## src/rtl/ptp_sync_tx.sv

```systemverilog
// ptp_sync_tx -- master-side PTP Sync frame generator on the 134-bit UM bus.
// A programmable period timer requests a Sync; the FSM then streams a
// 6-beat packet (2 metadata beats + 64-byte L2 PTP frame) stamped from
// precision_time. Define PTP_TWO_STEP_EN for two-step operation: the Sync
// carries a zero timestamp with the twoStep flag and is followed back-to-back
// by a Follow_Up carrying the captured time. Default build is one-step.
module ptp_sync_tx #(
  parameter int unsigned PORT_NUM = 1
) (
  input  logic         clk,
  input  logic         rst,
  input  logic         enable,
  input  logic [31:0]  sync_interval,
  input  logic [47:0]  precision_time,
  input  logic [47:0]  device_mac,
  input  logic [7:0]   out_port,
  input  logic         out_ready,
  output logic         out_data_wr,
  output logic [133:0] out_data,
  output logic         out_data_valid_wr,
  output logic         out_data_valid,
  output logic [15:0]  seq_id,
  output logic [15:0]  missed_cnt
);

  typedef enum logic [1:0] {
    ST_IDLE = 2'd0,
    ST_SYNC = 2'd1,
`ifdef PTP_TWO_STEP_EN
    ST_FUP  = 2'd2,
`endif
    ST_GAP  = 2'd3
  } state_e;

  localparam logic [15:0] PORT_ID     = 16'(PORT_NUM);
  localparam logic [47:0] PTP_DST_MAC = 48'h011B_1900_0000;
  localparam logic [15:0] PTP_ETYPE   = 16'h88F7;
  localparam logic [2:0]  LAST_BEAT   = 3'd5;

  state_e        state_q, state_d;
  logic [2:0]    beat_q, beat_d;
  logic [31:0]   timer_q, timer_d;
  logic          pending_q, pending_d;
  logic [15:0]   missed_cnt_q, missed_cnt_d;
  logic [15:0]   seq_id_q, seq_id_d;
  logic [47:0]   ts_q, ts_d;
  logic          wr_q, wr_d;
  logic [133:0]  data_q, data_d;
  logic          vld_q, vld_d;

  logic          run;
  logic          expire;
  logic          take;
  logic          in_flight;

  logic [3:0]    msg_type;
  logic [7:0]    ctrl_field;
  logic [15:0]   flags;
  logic [47:0]   ts_field;
  logic [127:0]  payload;
  logic [1:0]    beat_hdr;
  logic          beat_active;

  // Period timer: free-runs 0..sync_interval-1 while generation is allowed.
  always_comb begin
    run     = enable && (sync_interval != 32'd0);
    // The >= compare also catches a period shortened below the current count.
    expire  = run && (timer_q >= (sync_interval - 32'd1));
    timer_d = '0;
    if (run && !expire) begin
      timer_d = timer_q + 32'd1;
    end
  end

  // Request bookkeeping: expiries that cannot launch coalesce into pending.
  always_comb begin
    // NOTE: every variable gets a default at the top of an always_comb so no
    // path leaves it unassigned; a missing default infers a latch.
    pending_d    = pending_q;
    missed_cnt_d = missed_cnt_q;
    in_flight    = (state_q != ST_IDLE);
    take         = (state_q == ST_IDLE) && pending_q && out_ready && run;
    if (!run) begin
      pending_d = 1'b0;
    end else if (expire) begin
      // An expiry in the launch cycle simply re-arms pending; it is not lost.
      pending_d = 1'b1;
      if (((pending_q && !take) || in_flight) && (missed_cnt_q != 16'hFFFF)) begin
        missed_cnt_d = missed_cnt_q + 16'd1;
      end
    end else if (take) begin
      pending_d = 1'b0;
    end
  end

  // Packet sequencer: state/beat name the beat shown on the bus next cycle.
  always_comb begin
    state_d  = state_q;
    beat_d   = beat_q;
    seq_id_d = seq_id_q;
    ts_d     = ts_q;
    unique case (state_q)
      ST_IDLE: begin
        if (take) begin
          state_d  = ST_SYNC;
          beat_d   = 3'd0;
          seq_id_d = seq_id_q + 16'd1;
        end
      end
      ST_SYNC: begin
        // Time is taken while the Sync head beat is on the bus.
        if (beat_q == 3'd0) begin
          ts_d = precision_time;
        end
        if (beat_q == LAST_BEAT) begin
          beat_d = 3'd0;
`ifdef PTP_TWO_STEP_EN
          state_d = ST_FUP;
`else
          state_d = ST_GAP;
`endif
        end else begin
          beat_d = beat_q + 3'd1;
        end
      end
`ifdef PTP_TWO_STEP_EN
      ST_FUP: begin
        if (beat_q == LAST_BEAT) begin
          beat_d  = 3'd0;
          state_d = ST_GAP;
        end else begin
          beat_d = beat_q + 3'd1;
        end
      end
`endif
      ST_GAP: begin
        state_d = ST_IDLE;
        beat_d  = 3'd0;
      end
      default: begin
        state_d = ST_IDLE;
        beat_d  = 3'd0;
      end
    endcase
  end

  // Beat builder: renders the next bus word from the next state and beat.
  always_comb begin
    msg_type   = 4'h0;
    ctrl_field = 8'h00;
    flags      = 16'h0000;
    ts_field   = ts_q;
`ifdef PTP_TWO_STEP_EN
    if (state_d == ST_FUP) begin
      msg_type   = 4'h8;
      ctrl_field = 8'h02;
    end else begin
      flags    = 16'h0200;
      ts_field = 48'd0;
    end
`endif
    unique case (beat_d)
      3'd0:    payload = {16'd64, out_port, 104'd0};
      3'd2:    payload = {PTP_DST_MAC, device_mac, PTP_ETYPE, 4'h0, msg_type, 8'h02};
      3'd3:    payload = {16'd44, 8'h00, 8'h00, flags, 64'd0, 16'd0};
      3'd4:    payload = {16'd0, device_mac[47:24], 8'hFF, 8'hFE, device_mac[23:0],
                          PORT_ID, seq_id_d, ctrl_field, 8'h00};
      3'd5:    payload = {32'd0, ts_field, 48'd0};
      default: payload = '0;
    endcase
    if (beat_d == 3'd0) begin
      beat_hdr = 2'b01;
    end else if (beat_d == LAST_BEAT) begin
      beat_hdr = 2'b10;
    end else begin
      beat_hdr = 2'b11;
    end
`ifdef PTP_TWO_STEP_EN
    beat_active = (state_d == ST_SYNC) || (state_d == ST_FUP);
`else
    beat_active = (state_d == ST_SYNC);
`endif
    wr_d   = beat_active;
    vld_d  = beat_active && (beat_d == LAST_BEAT);
    data_d = beat_active ? {beat_hdr, 4'h0, payload} : '0;
  end

  // State and output registers with synchronous reset.
  always_ff @(posedge clk) begin
    // NOTE: sequential state uses non-blocking assignments so every flop
    // samples pre-edge values; blocking here would create ordering races.
    if (rst) begin
      state_q      <= ST_IDLE;
      beat_q       <= '0;
      timer_q      <= '0;
      pending_q    <= 1'b0;
      missed_cnt_q <= '0;
      seq_id_q     <= '0;
      ts_q         <= '0;
      wr_q         <= 1'b0;
      data_q       <= '0;
      vld_q        <= 1'b0;
    end else begin
      state_q      <= state_d;
      beat_q       <= beat_d;
      timer_q      <= timer_d;
      pending_q    <= pending_d;
      missed_cnt_q <= missed_cnt_d;
      seq_id_q     <= seq_id_d;
      ts_q         <= ts_d;
      wr_q         <= wr_d;
      data_q       <= data_d;
      vld_q        <= vld_d;
    end
  end

  assign out_data_wr       = wr_q;
  assign out_data          = data_q;
  assign out_data_valid_wr = vld_q;
  assign out_data_valid    = vld_q;
  assign seq_id            = seq_id_q;
  assign missed_cnt        = missed_cnt_q;

endmodule

```

## config.mk

```make
export PLATFORM = sky130hd
export DESIGN_NAME = ptp_sync_tx
export DESIGN_NICKNAME = d
export VERILOG_FILES = /design/src/rtl/ptp_sync_tx.sv
export SDC_FILE = /design/constraint.sdc
export NUM_CORES = 1
export LEC_CHECK = 0
export CAP_MARGIN = 20
export CORE_MARGIN = 5
export CORE_UTILIZATION = 30
export DETAILED_ROUTE_END_ITERATION = 8
export GPL_ROUTABILITY_DRIVEN = 0
export PLACE_DENSITY_LB_ADDON = 0.2
export SKIP_CTS_REPAIR_TIMING = 1
export SYNTH_ARGS = -nofsm -noshare
export SYNTH_HDL_FRONTEND = slang
export SYNTH_SLANG_ARGS = --single-unit
```

## constraint.sdc

```tcl
create_clock -name clk -period 5.2 [get_ports clk]
set_input_delay 1.04 -clock clk [delete_from_list [all_inputs] [get_ports clk]]
set_output_delay 1.04 -clock clk [all_outputs]
set_load 0.02 [all_outputs]
```

Yosys cells after proc, flatten, opt, wreduce, memory -nomap -nowiden
Cells that the tools add are included.

$lt $le $gt $ge: 1. Reduce and logical (&&, ||, !) cells: 24. Multiplexer cells: 13. Bitwise gates (word level): 3. Eq/ne operators: 8. Add/subtract/negate cells: 5.

Operators by type and width (count): $pmux 121 s5 (1); $add 16x1->16 const B (2); $add 32x1->32 const B (1); $ge 32x32->1 (1); $mux 16 (2); $reduce_bool 32->1 (1); $sub 32x1->32 const B (1); $ne 16x16->1 const B (1); $eq 3x3->1 const B (3); $logic_and 1x1->1 (9); $eq 3x2->1 const B (2); $logic_not 3->1 (2); $mux 3 (2); $pmux 3 s2 (1); $reduce_or 2->1 (3); $eq 2x1->1 const B (2); $mux 1 (4); $mux 2 (2); $pmux 2 s2 (1); $reduce_bool 2->1 (2); $add 3x1->3 const B (1); $not 1->1 (3); $reduce_and 3->1 (1); $reduce_or 3->1 (1); 4 further kinds (5).

Bits in registers: 254. Input bits: 140. Output and inout port bits: 169. Logic and storage cells: 66.

Logic depth before layout (Yosys ltp)
Gate-level depths: netlist of the first run.

Word-level depth: 9. Gate-level depth with buffers: 18.

Least setup slack after synthesis of the first run
OpenSTA, ideal clock, no wires.

Kind: in2reg. Start: input sync_interval[5]. End: register missed_cnt_q[1] (netlist: missed_cnt[1]). Data arrival time: 4.294 ns. Setup time: 0.069 ns. Path slack: 0.836 ns. Cell stages on the path: 17. Cell sequence: nor4_2 > and4_1 > nand2_1 > nor2_1 > nand3_1 > nor3_1 > xnor2_1 > ha_1 > a21o_1 > a21o_1 > a21oi_1 > o21ai_0 > a221oi_2 > clkbuf_1 > buf_2 > o21ai_1 > a21oi_2.

Word-level cells in the longest chain between the ends: 8. Elaborated cells between the ends (all ways): 11. Those cells by class: add/sub: 1; order compare: 1; reduce/logical: 9.

RTL lines: from (decl) (RTL line 13) `input logic [31:0] sync_interval,`; parallel branches: the longest is 7 deep, another holds $sub 32x1->32; $reduce_and 3->1 (no line) (*); to (signal assigned) (RTL line 208) `missed_cnt_q <= missed_cnt_d;`; to (decl) (RTL line 44) `logic [15:0] missed_cnt_q, missed_cnt_d;`.

Every way passes the cells marked *. A chain may end at the register's enable or synchronous reset.

Final worst setup path of the first run
Start: input sync_interval[5]. End: register missed_cnt_q[13] (netlist: missed_cnt[13]).

Same word-level chain as after synthesis.

==> flow_metrics.env, run 1 <==
export IMPL_status="complete, no violations"
export IMPL_leakage_uw=0.00501
export IMPL_regArea_sq_um=4440
export IMPL_layout_commonest_cell="clkdlybuf4s50_1"
export IMPL_yosysWarnings=0
export IMPL_grt_max_degree=83
export IMPL_start_util_pct=30.2
export IMPL_area_growth_pct=41.7
export IMPL_drc=0
export IMPL_hold_path_class="reg2reg"
export IMPL_slew_headroom_pct=30.1
export IMPL_drt_wl_total_mm=30.5
export IMPL_cts_sinks=222
export IMPL_placement_io_buffers=281
export IMPL_placed_cells=1689
export IMPL_grtUsageTotal_pct=16.3
export IMPL_post_drt_wl_per_cell_um=17.5
export IMPL_fin_skew_ps=10.9
export IMPL_ys_flop_type="dfxtp_1"
export IMPL_cts_buffer_depth=3
export IMPL_crit_type="in2reg"
export IMPL_rows=65
export IMPL_crit_fanout=35
export IMPL_synth_yosys_seq_area_share_pct=46.7
export IMPL_critPathCaptureType="register"
export IMPL_multi_input_area_sq_um=4580
export IMPL_critical_path_required_ps=5650
export IMPL_synth_largest_area_cell="dfxtp_1"
export IMPL_fillers=3115
export IMPL_synth_area_leaders="dfxtp_1, nand2_1, ha_1"
export IMPL_htree_levels=1
export IMPL_finalCritPeriodShare_pct=90.1
export IMPL_synth_seq_cells=222
export IMPL_hpwlAfterDp_mm=22.6
export IMPL_nets=1491
export IMPL_drt_iter0_drc=487
export IMPL_die_area_sq_um=35400
export IMPL_p_total_uw=3770
export IMPL_grt_pass1_wl_mm=46.7
export IMPL_grt_setup_unrepaired="no"
export IMPL_clkLatencyLatePin_ps=530
export IMPL_cts_tree="built"
export IMPL_fmax_mhz=213
export IMPL_synth_top_cell_area_share_pct=46.7
export IMPL_firstDrtPassIters=5
export IMPL_routed_via_density=4.80
export IMPL_post_route_util_pct=42.8
export IMPL_p_per_area_nw_per_um2=280
export IMPL_hold_violations=0
export IMPL_syn_instance_count=1051
export IMPL_dp_worst_setup_slack_ps=-30.0
export IMPL_drive_above_1_share_pct=6.68
export IMPL_fin_setup_tns_ps=0
export IMPL_synthesis_area_sq_um=9520
export IMPL_ioPinCount=309
export IMPL_via_count=8336
export IMPL_final_cell_count_no_fill=1737
export IMPL_postSynthAreaPerCell_sq_um=9.06
export IMPL_grt_overflow_total=0
export IMPL_worst_slack_ps=516
export IMPL_clk_pin_slew_ps=60
export IMPL_setup_violations=0
export IMPL_die_h_um=188
export IMPL_worst_pin_slew_ps=1050
export IMPL_clock_root_buffer="clkbuf_16"
export IMPL_yosysUniqueCellTypes=67
export IMPL_synth_edf_count=0
export IMPL_synthArstFlopShare_pct=0
export IMPL_cp_start_kind="input pin"
export IMPL_core_area_sq_um=31500
export IMPL_fin_crit_ps=4680
export IMPL_ant_nets=0
export IMPL_grt_pass1_vias=8155
export IMPL_max_cap_violations=0
export IMPL_drv_slew=0
export IMPL_cp_arrival_ps=5130
export IMPL_dieWidth_um=188
export IMPL_final_cell_mix="clkdlybuf4s50_1, dfxtp_1, nand2_1, nor2_1, a21oi_1"
export IMPL_antenna_found_initial=4
export IMPL_max_vdd_ir_drop_uv=185
export IMPL_numCtsBuffers=26
-- flip-flops by register name (all words and copies together) (netlist names) --
name / flops
out_data: 102
ts_field: 48
timer_q: 32
missed_cnt: 16
seq_id: 16
beat_q: 3
state_q: 2
out_data_valid: 1
out_data_wr: 1
pending_q: 1
-- cell type report --
cell class,instances,share of cell area (%)
multi-input cells,736,34.0
flip-flops and latches,222,33.0
repair buffers,296,21.9
clock buffers,36,5.47
well taps,402,3.73
clock inverters,9,1.05
inverters,33,0.919
diodes,3,0.0557
-- synthesized netlist by cell type, types with 4 or more instances --
cell      instances
a21oi_1          70
a21oi_2          10
a221o_1          10
a222oi_1         20
a22o_1           14
a22oi_1           4
and2_1           24
and3_1           14
and4_1            7
buf_2             6
buf_4            33
clkbuf_1         44
dfxtp_1         222
ha_1             36
inv_1            32
nand2_1         151
nand2b_1          4
nand3_1          31
nand4_1          17
nor2_1           87
nor3_1           19
nor4_1           13
o21a_1            9
o21ai_0          17
o31ai_1          12
or4_1            16
xnor2_1          34
xor2_1           42
-- kinds of logic (layout without fill, tap and decap cells) --
kind of cell	Yosys count	count (layout)	synth area share, %
AOI/OAI and AO/OA	190	190	14.2
xor gates and xnor gates	76	76	6.99
adders and majority gates	36	36	4.73
buffers and inverters	119	374	6.40
DFF	222	222	46.7
muxes	1	1	0.105
other	1	30	0.0394
and+or+nand+nor	406	406	20.9
-- per-stage QoR --
| step | hold slack, ps | area, sq um |
|---|---|---|
| after floorplan | 430 | 9620 |
| after global placement | 443 | 12600 |
| after detailed placement | 447 | 12600 |
| after CTS | 455 | 13500 |
| after global routing | 473 | 13500 |
| final | 454 | 13500 |
-- final timing paths --
kind,depth (start not counted),end,from,slack (ps)
setup / recovery,17,missed_cnt[13],sync_interval[5],520
hold / removal,2,ts_field[12],ts_field[12],450
setup reg to reg,6,out_data[64],beat_q[2],2000
hold reg to reg,2,ts_field[12],ts_field[12],450
-- worst max-delay path, stage by stage --
cell and delay [ps]:
clkdlybuf4s50_1 510, nor4_2 340, and4_1 280, nand2_1 130
nor2_1 180, nand3_1 180, nor3_1 300, xnor2_1 100
ha_1 300, nand4_1 120, nor3_1 360, nand2_1 110
a21oi_1 190, a221oi_2 110, buf_12 190, or4_1 530
a21oi_2 150
-- metal layers --
| layer | track usage [%] | share of wire (%) | vias up |
|---|---|---|---|
| met2 | 28.7 | 49 | 245 |
| met1 | 20.1 | 43 | 3910 |
| met3 | 3.59 | 6.1 | 42 |
| met5 | 0 | 0.066 | - |
| li1 | - | - | 4137 |
| met4 | 4.52 | 2.0 | 2 |
-- power by group --
group	internal, uW	total [uW]	switching, uW
combinational	116	211	94.9
clock	1140	1860	717
sequential	1700	1700	0.896
Note: power is estimated with default switching activity, not from simulation.
==> run 2: changes to the inputs <==
--- a/config.mk
+++ b/config.mk
@@ -5,7 +5,6 @@
 export SDC_FILE = /design/constraint.sdc
 export NUM_CORES = 1
 export LEC_CHECK = 0
-export CAP_MARGIN = 20
 export CORE_MARGIN = 5
 export CORE_UTILIZATION = 30
 export DETAILED_ROUTE_END_ITERATION = 8
==> results of run 2 <==
Same layout as run 1: the final DEF is identical, and so are final timing and power.
==> run 3: changes to the inputs <==
--- a/config.mk
+++ b/config.mk
@@ -7,6 +7,7 @@
 export LEC_CHECK = 0
 export CORE_MARGIN = 5
 export CORE_UTILIZATION = 30
+export CTS_CLUSTER_DIAMETER = 150
 export DETAILED_ROUTE_END_ITERATION = 8
 export GPL_ROUTABILITY_DRIVEN = 0
 export PLACE_DENSITY_LB_ADDON = 0.2
==> results of run 3 <==
Same layout as run 1: the final DEF is identical, and so are final timing and power.
